## src/rtl/rtc_preset_sequencer.sv

```systemverilog
// rtl/rtc_preset_sequencer.sv - front-panel HH:MM:SS:CS time-set sequencer (optional blink via RTC_BLINK_EN)

// Key debouncer: two-flop synchronizer followed by a stability counter.
// A one-cycle press pulse is emitted when the synced level has been low for
// DEB_CYCLES consecutive cycles; a release must be equally stable to re-arm.
module rtc_key_debounce #(
   parameter int DEB_CYCLES = 500000,
   parameter int DEB_W      = 19
) (
   input  logic Clk,
   input  logic Clrn,
   input  logic key_n_i,
   output logic press_o
);

   logic             sync1_q, sync2_q;
   logic             stable_q, stable_d;
   logic             press_q, press_d;
   logic [DEB_W-1:0] cnt_q, cnt_d;

   // Metastability guard: keys idle high, so the chain resets to released.
   always_ff @(posedge Clk or negedge Clrn) begin
      if (!Clrn) begin
         sync1_q <= 1'b1;
         sync2_q <= 1'b1;
      end else begin
         sync1_q <= key_n_i;
         sync2_q <= sync1_q;
      end
   end

   // Count cycles the synced level disagrees with the accepted level; flip after DEB_CYCLES.
   always_comb begin
      cnt_d    = '0;
      stable_d = stable_q;
      press_d  = 1'b0;
      if (sync2_q != stable_q) begin
         if (cnt_q == DEB_W'(DEB_CYCLES - 1)) begin
            stable_d = sync2_q;
            press_d  = ~sync2_q;
         end else begin
            cnt_d = cnt_q + DEB_W'(1);
         end
      end
   end

   // Debounce state registers.
   always_ff @(posedge Clk or negedge Clrn) begin
      if (!Clrn) begin
         cnt_q    <= '0;
         stable_q <= 1'b1;
         press_q  <= 1'b0;
      end else begin
         cnt_q    <= cnt_d;
         stable_q <= stable_d;
         press_q  <= press_d;
      end
   end

   assign press_o = press_q;

endmodule

module rtc_preset_sequencer #(
   parameter int DEB_CYCLES = 500000,
   parameter int DEB_W      = 19,
   parameter int BLINK_DIV  = 12500000
) (
   input  logic       Clk,
   input  logic       Clrn,
   input  logic       Key_set_n,
   input  logic       Key_next_n,
   input  logic [7:0] Sw_bcd,
   input  logic       Run_en_in,
   output logic       Run_en,
   output logic       Load,
   output logic [4:0] Ld_hh,
   output logic [5:0] Ld_mm,
   output logic [5:0] Ld_ss,
   output logic [6:0] Ld_cs,
   output logic       Editing,
   output logic [1:0] Field_sel,
   output logic       Err
`ifdef RTC_BLINK_EN
   ,
   output logic [3:0] Blink_mask
`endif
);

   typedef enum logic [2:0] {
      IDLE    = 3'd0,
      EDIT_HH = 3'd1,
      EDIT_MM = 3'd2,
      EDIT_SS = 3'd3,
      EDIT_CS = 3'd4,
      COMMIT  = 3'd5
   } state_t;

   state_t     state_q, state_d;
   logic       set_p, next_p;
   logic [3:0] tens, units;
   logic       bcd_ok;
   logic [6:0] bin;
   logic [4:0] hh_clamp;
   logic [5:0] mm_clamp, ss_clamp;
   logic [4:0] sh_hh_q, sh_hh_d;
   logic [5:0] sh_mm_q, sh_mm_d, sh_ss_q, sh_ss_d;
   logic [6:0] sh_cs_q, sh_cs_d;
   logic [4:0] ld_hh_q, ld_hh_d;
   logic [5:0] ld_mm_q, ld_mm_d, ld_ss_q, ld_ss_d;
   logic [6:0] ld_cs_q, ld_cs_d;
   logic       load_q, load_d;
   logic       err_q, err_d;
   logic       editing;
   logic [1:0] field_sel;

   rtc_key_debounce #(.DEB_CYCLES(DEB_CYCLES), .DEB_W(DEB_W)) u_deb_set (
      .Clk     (Clk),
      .Clrn    (Clrn),
      .key_n_i (Key_set_n),
      .press_o (set_p)
   );

   rtc_key_debounce #(.DEB_CYCLES(DEB_CYCLES), .DEB_W(DEB_W)) u_deb_next (
      .Clk     (Clk),
      .Clrn    (Clrn),
      .key_n_i (Key_next_n),
      .press_o (next_p)
   );

   // BCD switch decode: validity, binary value and per-field clamps.
   always_comb begin
      tens     = Sw_bcd[7:4];
      units    = Sw_bcd[3:0];
      bcd_ok   = (tens <= 4'd9) && (units <= 4'd9);
      bin      = {3'b000, tens} * 7'd10 + {3'b000, units};
      hh_clamp = (bin > 7'd23) ? 5'd23 : bin[4:0];
      mm_clamp = (bin > 7'd59) ? 6'd59 : bin[5:0];
      ss_clamp = (bin > 7'd59) ? 6'd59 : bin[5:0];
   end

   // Edit-status decode from the state register only, so it is glitch-free per state.
   always_comb begin
      editing   = 1'b0;
      field_sel = 2'd0;
      case (state_q)
         EDIT_HH: begin editing = 1'b1; field_sel = 2'd0; end
         EDIT_MM: begin editing = 1'b1; field_sel = 2'd1; end
         EDIT_SS: begin editing = 1'b1; field_sel = 2'd2; end
         EDIT_CS: begin editing = 1'b1; field_sel = 2'd3; end
         default: begin editing = 1'b0; field_sel = 2'd0; end
      endcase
   end

   // Next-state logic: set beats next; invalid capture pulses Err and stays put.
   always_comb begin
      state_d = state_q;
      sh_hh_d = sh_hh_q;
      sh_mm_d = sh_mm_q;
      sh_ss_d = sh_ss_q;
      sh_cs_d = sh_cs_q;
      ld_hh_d = ld_hh_q;
      ld_mm_d = ld_mm_q;
      ld_ss_d = ld_ss_q;
      ld_cs_d = ld_cs_q;
      load_d  = 1'b0;
      err_d   = 1'b0;
      case (state_q)
         IDLE: begin
            if (set_p) state_d = EDIT_HH;
         end
         EDIT_HH, EDIT_MM, EDIT_SS, EDIT_CS: begin
            if (set_p) begin
               state_d = IDLE;
            end else if (next_p) begin
               if (!bcd_ok) begin
                  err_d = 1'b1;
               end else begin
                  case (state_q)
                     EDIT_HH: begin sh_hh_d = hh_clamp; state_d = EDIT_MM; end
                     EDIT_MM: begin sh_mm_d = mm_clamp; state_d = EDIT_SS; end
                     EDIT_SS: begin sh_ss_d = ss_clamp; state_d = EDIT_CS; end
                     default: begin sh_cs_d = bin;      state_d = COMMIT;  end
                  endcase
               end
            end
         end
         COMMIT: begin
            state_d = IDLE;
            load_d  = 1'b1;
            ld_hh_d = sh_hh_q;
            ld_mm_d = sh_mm_q;
            ld_ss_d = sh_ss_q;
            ld_cs_d = sh_cs_q;
         end
         default: state_d = IDLE;
      endcase
   end

   // State, shadow and registered-output flops.
   always_ff @(posedge Clk or negedge Clrn) begin
      if (!Clrn) begin
         state_q <= IDLE;
         sh_hh_q <= '0;
         sh_mm_q <= '0;
         sh_ss_q <= '0;
         sh_cs_q <= '0;
         ld_hh_q <= '0;
         ld_mm_q <= '0;
         ld_ss_q <= '0;
         ld_cs_q <= '0;
         load_q  <= 1'b0;
         err_q   <= 1'b0;
      end else begin
         state_q <= state_d;
         sh_hh_q <= sh_hh_d;
         sh_mm_q <= sh_mm_d;
         sh_ss_q <= sh_ss_d;
         sh_cs_q <= sh_cs_d;
         ld_hh_q <= ld_hh_d;
         ld_mm_q <= ld_mm_d;
         ld_ss_q <= ld_ss_d;
         ld_cs_q <= ld_cs_d;
         load_q  <= load_d;
         err_q   <= err_d;
      end
   end

   assign Run_en    = Run_en_in & (state_q == IDLE);
   assign Load      = load_q;
   assign Err       = err_q;
   assign Ld_hh     = ld_hh_q;
   assign Ld_mm     = ld_mm_q;
   assign Ld_ss     = ld_ss_q;
   assign Ld_cs     = ld_cs_q;
   assign Editing   = editing;
   assign Field_sel = field_sel;

`ifdef RTC_BLINK_EN
   localparam int BLINK_W = (BLINK_DIV > 2) ? $clog2(BLINK_DIV) : 1;

   logic [BLINK_W-1:0] blink_cnt_q, blink_cnt_d;
   logic               blink_ph_q, blink_ph_d;

   // Blink timebase runs only while editing and restarts from zero on each edit.
   always_comb begin
      blink_cnt_d = '0;
      blink_ph_d  = 1'b0;
      if (editing) begin
         blink_ph_d = blink_ph_q;
         if (blink_cnt_q == BLINK_W'(BLINK_DIV - 1)) begin
            blink_ph_d = ~blink_ph_q;
         end else begin
            blink_cnt_d = blink_cnt_q + BLINK_W'(1);
         end
      end
   end

   // Blink timebase registers.
   always_ff @(posedge Clk or negedge Clrn) begin
      if (!Clrn) begin
         blink_cnt_q <= '0;
         blink_ph_q  <= 1'b0;
      end else begin
         blink_cnt_q <= blink_cnt_d;
         blink_ph_q  <= blink_ph_d;
      end
   end

   // Only the field being edited blinks; bit3 is HH, bit0 is CS.
   always_comb begin
      Blink_mask = 4'b0000;
      if (editing && blink_ph_q) begin
         case (field_sel)
            2'd0:    Blink_mask = 4'b1000;
            2'd1:    Blink_mask = 4'b0100;
            2'd2:    Blink_mask = 4'b0010;
            default: Blink_mask = 4'b0001;
         endcase
      end
   end
`else
   // Without the blink feature BLINK_DIV only needs to be sane.
   if (BLINK_DIV < 1) begin : g_blink_div_invalid
   end
`endif

endmodule

```

## config.mk

```make
export PLATFORM = sky130hd
export DESIGN_NAME = rtc_preset_sequencer
export DESIGN_NICKNAME = d
export VERILOG_FILES = /design/src/rtl/rtc_preset_sequencer.sv
export SDC_FILE = /design/constraint.sdc
export NUM_CORES = 1
export LEC_CHECK = 0
export CAP_MARGIN = 10
export CORE_AREA = 2 2 94 96
export DETAILED_ROUTE_END_ITERATION = 12
export DIE_AREA = 0 0 96 98
export PLACE_DENSITY = 0.76
export SYNTH_ARGS = -nofsm -noshare
export SYNTH_HDL_FRONTEND = slang
export SYNTH_SLANG_ARGS = --single-unit
```

## constraint.sdc

```tcl
create_clock -name Clk -period 3.9 [get_ports Clk]
set_input_delay 0.585 -clock Clk [delete_from_list [all_inputs] [get_ports Clk]]
set_output_delay 0.585 -clock Clk [all_outputs]
set_load 0.03 [all_outputs]
```

==> results by group, run 1 <==
Run status
  – Status: finished clean

Layout
  – Layout cells sized above 1: 12.9%
  – Cell Count, Final, Fillers Out: 556
  – Final core utilization: about three fifths
  – Most frequent cells in the layout: 93 x dfrtp_1, 68 x nor2_1, 41 x clkdlybuf4s50_1
  – Commonest non-fill, non-tap cell in the layout: dfrtp_1
  – Layout overhead on the synthesized area: 16.3%
  – Final nets: between 400 and 500
  – Antenna cells: 0
  – Finished Cell Area: 5230 um^2

Timing
  – Slew margin rel.: between 30% and 40%
  – RSZ-0062 raised after global routing: no
  – Final Max Slew Viols: 0
  – Setup skew after layout: 0.0101 ns
  – Endpoints failing setup: 0
  – Final period utilization: 72.6%
  – Final worst setup slack: ~1.1 ns
  – Final hold vios: 0
  – Final setup TNS: 0 ns
  – Slew @ Worst Pin: 1.01 ns
  – Fmax: approximately 350 MHz
  – Tmin final: between 2 and 3 ns

Critical path
  – Worst setup EP type: register
  – Kind of critical path: in -> reg
  – Max Fanout on Critical Path: 6
  – R2r setup slk: approximately 1.9 ns
  – CP Data Arrival Time: 3.06 ns
  – Reg2Reg Depth: 3
  – CP required: a little over 4 ns
  – End of the critical path: sh_mm_q[0]$_DFFE_PN0P_
  – R2r endpoint: Ld_mm[4]$_DFFE_PN0P_
  – Critical path launch point: Sw_bcd[5]
  – CP startpoint kind: input pin
  – R2R Path Start: state_q[0]$_DFFE_PN0P_

Logic synthesis
  – Syn nets: 424
  – Average cell area after synthesis: 11.2 um^2
  – Cells after synthesis: approximately 400
  – Yosys Warn Count: 0
  – Seq/Total Area, Yosys: 55.3%
  – Flops & latches, synth: 99
  – Synthesized cell area: 4500 um^2
  – Yosys cell types: 45

Clocking
  – CTS sink cnt: 99
  – Clock slew at reported path FFs: 0.09 ns
  – CTS resizes: 0
  – Setup repair bufs after CTS: 0
  – Hold buffer count at CTS: 0
  – Htree depth: 3
  – Clock Latency Late Sink: between 0.3 and 0.4 ns
  – Inserted Clock Buffers: 9
  – CTS tree: built
  – Worst-case clock buffer depth: 2
  – Clock root cell: clkbuf_8

Global routing
  – Vias in the first global route: 2939
  – Largest net degree at the start of global routing: 42
  – Congestion Overflow GR: 0
  – Antenna violations before repair: 0
  – GRT Total Usage: 19.3%
  – First-pass GRT wire length: 14000 um

Routing
  – Vias per std cell: around 5.4
  – DR iter-0 viols: 99
  – Final ANT Viol Nets: 0
  – DRC Markers: 0
  – Final wirelength: 8230 um
  – Vias: 2990
  – WL/cell: 14.8 um
  – Drt pass-1 iters: 4

Power
  – Clock power frac: 40.0%
  – PD cells: 375 nW/um^2
  – Combinational share of power: 6.9%
  – Switching Fraction: between 20% and 30%
  – VDD IR-drop max: 0.000218 V
  – Switch Pwr: about 440 uW
  – Internal power: about 1.5 mW
  – Sequential share of power: 53.1%
  – Leak: 2.37 nW

Floorplanning
  – Row Count: 34
  – Chip height: between 90 and 100 um
  – Die area: 9410 um^2
  – I/O pins: 43
  – Die width: 96 um
  – Core area: 8470 um^2
  – Starting Density: 53.1%

Place
  – Hpwl dp: 5850 um
  – IO Port Bufs: between 40 and 50
  – Inst Count DP: 541
  – Final GP Congestion: 0.875
  – Pre-CTS setup slack: 0.685 ns
  – DP Area: around 5000 um^2

Min path
  – HP Class: in -> async

Run
  – Number of max-cap violations: 0
through the flow:
| step | total power, mW | hold slack (ns) |
|---|---|---|
| 2_1_floorplan | 1.14 | 0.289 |
| 3_3_place_gp | 1.19 | 0.346 |
| 4_1_cts | 1.97 | 0.204 |
| 3_5_place_dp | 1.20 | 0.347 |
| 6_report | 1.96 | 0.178 |
| 5_1_grt | 2.04 | 0.228 |
cells by family after synthesis:
kind of cell	Yosys count	share of synthesized area (%)
flops	99	55.3
fa+ha+maj	10	3.12
xor+xnor	43	8.54
buf+inv	24	2.64
simple gates	163	18.3
mux	32	8.01
compound gates	30	4.17
state kept, by name (all words and copies together) (netlist names), 3 cells and up:
register and count:
u_deb_set.cnt_q 19, sh_hh_q 5, Ld_ss 6, sh_mm_q 6, Ld_cs 7, state_q 3, Ld_mm 6, sh_cs_q 7
Ld_hh 5, u_deb_next.cnt_q 19, sh_ss_q 6
worst max-delay path: stages:
cell	delay, ns
clkdlybuf4s50_1	0.47
ha_1	0.32
ha_1	0.19
inv_1	0.06
fa_1	0.48
nor4b_4	0.35
xnor2_2	0.16
a41oi_2	0.33
a21oi_1	0.12
synthesized netlist by cell type (all sizes together):
master,count,area share (%)
nor2,71,6.2
buf,10,1.5
a211oi,1,0.28
xor2,22,4.3
dfrtp,93,52
nor3b,1,0.17
nor3,4,0.45
and3,7,0.97
nor2b,6,0.83
nand4b,1,0.19
ha,8,2.2
and4,4,0.78
nand4,11,1.7
a21oi,9,1.0
xnor2,21,4.3
nand3,19,2.1
nand2,23,1.9
fa,2,0.89
dfstp,6,3.5
a22o,2,0.39
nand3b,1,0.17
a31oi,2,0.28
inv,12,1.0
a32o,1,0.22
mux2,32,8.0
nor4,4,0.56
clkbuf,2,0.17
nor4bb,2,0.45
or4,1,0.17
or2,2,0.28
or3,3,0.42
a41oi,2,0.56
o21ai,13,1.4
nor4b,3,0.92
cell type report:
| cell class | instances | area, um^2 |
|---|---|---|
| fill | 694 | 3230 |
| tap | 108 | 135 |
| sequential | 99 | 2480 |
| clock inverter | 4 | 98.8 |
| timing repair buffer | 44 | 433 |
| multi-input combinational | 278 | 1890 |
| clock buffer | 11 | 141 |
| inverter | 12 | 45.0 |
power groups by stage:
| stage | Sequential [mW] | Combinational (mW) | Clock, mW |
|---|---|---|---|
| global route | 1.04 | 0.149 | 0.849 |
| CTS | 1.04 | 0.136 | 0.796 |
| finish | 1.04 | 0.135 | 0.784 |
| detailed placement | 1.06 | 0.135 | 0 |
| global placement | 1.06 | 0.130 | 0 |
| floorplan | 1.06 | 0.0779 | 0 |
worst min path at each step:
| stage | to | cells after the start |
|---|---|---|
| 3_5_place_dp | u_deb_set.sync2_q$_DFF_PN1_ | 0 |
| 6_report | Ld_mm[5]$_DFFE_PN0P_ | 1 |
| 4_1_cts | Ld_mm[5]$_DFFE_PN0P_ | 1 |
| 5_1_grt | Ld_mm[5]$_DFFE_PN0P_ | 1 |
| 3_3_place_gp | u_deb_set.sync2_q$_DFF_PN1_ | 0 |
| 2_1_floorplan | Err$_DFF_PN0_ | 0 |
metal layers:
metal  GRT usage (%)  vias to the layer above  part of all wire (%)
met4            8.46                        0                   2.5
li1                -                     1459                     -
met3            3.70                       18                   3.3
met5               0                        -                     0
met2            30.1                       55                    49
met1            26.1                     1458                    45
(Power assumes the default switching activity.)
==> run 2: changes to the inputs <==
Settings changed: CORE_AREA 2 2 94 96 to 2 2 97 99, DIE_AREA 0 0 96 98 to 0 0 99 101, PLACE_DENSITY 0.76 to 0.74.
Clock period 3.9 ns to 2.6 ns, I/O delays scaled along.
==> run 2 against run 1 <==
Global-route usage down 1.5 points. Power grew 43%. Clock power grew 27%. Sequential cell count unchanged. Routed wire length down 0.52%. Sequential power rose by 50%. Non-clock buffer count grew 15. Count of clock-buffer cells in the layout down 1. Combinational power grew 76%.
==> results by group, run 2 (synthesis results as in run 1) <==
Global routing
  – Largest net degree at the start of global routing: 56 (+33%)
  – First-pass GRT wire length: 14200 um (+1.3%)
  – Vias in the first global route: 3047 (+3.7%)
  – Congestion Overflow GR: 0 (unchanged)
  – GRT Total Usage: 17.8% (-1.5 points)
  – Antenna violations before repair: 0 (unchanged)

Layout
  – Commonest non-fill, non-tap cell in the layout: dfrtp_1
  – Largest regs: u_deb_next.cnt_q: 19 flops, u_deb_set.cnt_q: 19 flops
  – Most frequent cells in the layout: 93 x dfrtp_1, 68 x nor2_1, 41 x clkdlybuf4s50_1
  – Reg area: 2480 um^2 (unchanged)
  – Antenna cells: 0 (unchanged)
  – Layout cells sized above 1: 15.9% (+3.0 points)
  – Cell Count, Final, Fillers Out: 575 (+3.4%)
  – Fillers: 705 (+1.6%)
  – Layout overhead on the synthesized area: 18.3%
  – Area of the multi-input gates: 1890 um^2 (unchanged)
  – Finished Cell Area: 5320 um^2 (+1.7%)
  – Final nets: 482 (+3.2%)

Routing
  – Final ANT Viol Nets: 0 (unchanged)
  – Final wirelength: 8190 um (-0.52%)
  – Vias: 3095 (+3.5%)
  – WL/cell: 14.2 um (-3.8%)
  – DRC Markers: 0 (unchanged)
  – Drt pass-1 iters: 4 (unchanged)
  – Vias per std cell: 5.38 (about the same)
  – DR iter-0 viols: 126 (+27%)

Timing
  – Final period utilization: between 90% and 100%
  – Endpoints failing setup: 0 (unchanged)
  – Setup skew after layout: 0.0158 ns (+0.00578 ns)
  – Final hold vios: 0 (unchanged)
  – Fmax: 396 MHz
  – Final setup TNS: 0 ns (unchanged)
  – Tmin final: 2.53 ns
  – Slew @ Worst Pin: 0.611 ns (-0.400 ns)
  – Final worst setup slack: 0.0745 ns (-0.996 ns)
  – Final Max Slew Viols: 0 (unchanged)
  – RSZ-0062 raised after global routing: yes
  – Slew margin rel.: 59.3% (+27 points)

Floorplanning
  – Die area: 10000 um^2 (+6.3%)
  – Die width: 99 um (+3.1%)
  – Core area: 8980 um^2 (+6.0%)
  – I/O pins: 43 (unchanged)
  – Row Count: 35 (+2.9%)
  – Chip height: 101 um (+3.1%)
  – Starting Density: 50.1% (-3.0 points)

Critical path
  – Reg2Reg Depth: 6 (+3)
  – CP required: 2.84 ns (-1.29 ns)
  – R2R Path Start: u_deb_next.cnt_q[0]$_DFF_PN0_
  – Critical path launch point: Sw_bcd[5]
  – End of the critical path: sh_mm_q[1]$_DFFE_PN0P_
  – CP Data Arrival Time: 2.76 ns (-0.30 ns)
  – Kind of critical path: in -> reg
  – R2r endpoint: u_deb_next.cnt_q[10]$_DFF_PN0_
  – Worst setup EP type: register
  – R2r setup slk: 0.68 ns (-1.17 ns)
  – CP startpoint kind: input pin
  – Max Fanout on Critical Path: 6 (unchanged)

Clocking
  – Htree depth: 3 (unchanged)
  – CTS tree: built
  – Clock slew at reported path FFs: 0.10 ns (about the same)
  – Setup repair bufs after CTS: 0 (unchanged)
  – Inserted Clock Buffers: 9 (unchanged)
  – Clock Latency Late Sink: 0.37 ns (about the same)
  – CTS resizes: 0 (unchanged)
  – Worst-case clock buffer depth: 2 (unchanged)
  – CTS sink cnt: 99 (unchanged)
  – Clock root cell: clkbuf_8
  – Hold buffer count at CTS: 0 (unchanged)

Power
  – VDD IR-drop max: 0.000307 V (+41%)
  – PD cells: 525 nW/um^2 (+40%)
  – Leak: 2.43 nW (+2.2%)

Place
  – Final GP Congestion: 0.801 (-8.4%)
  – Pre-CTS setup slack: -0.315 ns (-1.00 ns)
  – DP Area: 5120 um^2 (+2.6%)
  – Inst Count DP: 559 (+3.3%)
  – IO Port Bufs: 42 (unchanged)
  – Hpwl dp: 5950 um (+1.7%)

Min path
  – HP Class: in -> async

Run status
  – Status: finished clean

Run
  – Number of max-cap violations: 0 (unchanged)
## run 2: changes by cell type in the layout (fill, tap and decap cells not counted), sizes merged
cell | before | now
bufinv | 3 | 1
clkbuf | 11 | 10
inv | 12 | 14
clkinv | 1 | 2
buf | 3 | 18
clkinvlp | 0 | 1
## run 2: metal layers
metal | track usage [%] | routed length, um | vias up
met5 | 0 | 0 | -
met4 | 6.01 | 147 | 0
met3 | 4.23 | 328 | 16
met2 | 29.6 | 4030 | 67
met1 | 23.0 | 3680 | 1525
li1 | - | - | 1487
## run 2: power breakdown
part	switching, mW	leakage, nW	internal [mW]	total, mW
logic	0.140	0.978	0.0969	0.237
registers	0.00977	1.35	1.55	1.56
clock network	0.539	0.0975	0.455	0.994
## run 2: metrics by stage
stage               utilization (%)  total power, mW  hold slack [ns]
floorplan                         -             1.71           0.0944
global placement               57.0             1.82            0.346
detailed placement             57.0             1.83            0.349
CTS                            59.3             2.83           0.0148
global route                   59.3             2.92           0.0392
finish                         59.3             2.79          0.00613
## run 2: worst min-delay path by stage
stage | startpoint | to | depth (start not counted)
floorplan | Clrn | Err$_DFF_PN0_ | 0
global placement | u_deb_next.sync1_q$_DFF_PN1_ | u_deb_next.sync2_q$_DFF_PN1_ | 0
detailed placement | u_deb_set.sync1_q$_DFF_PN1_ | u_deb_set.sync2_q$_DFF_PN1_ | 0
CTS | Clrn | Load$_DFF_PN0_ | 1
global route | Clrn | Load$_DFF_PN0_ | 1
finish | Clrn | Load$_DFF_PN0_ | 1
## run 2: area by class of cell
type,count,area share (%)
timing repair buffer,59,10.5
multi-input combinational,278,35.6
sequential,99,46.7
clock inverter,6,1.36
inverter,12,0.847
tap,111,2.61
clock buffer,10,2.40
## run 2: worst max-delay path, stage by stage
cell             delay (ns)
clkdlybuf4s50_1        0.43
ha_1                   0.31
ha_1                   0.19
inv_1                  0.06
fa_1                   0.47
nor4b_4                0.34
xnor2_2                0.14
a41oi_2                0.33
a21oi_1                0.11
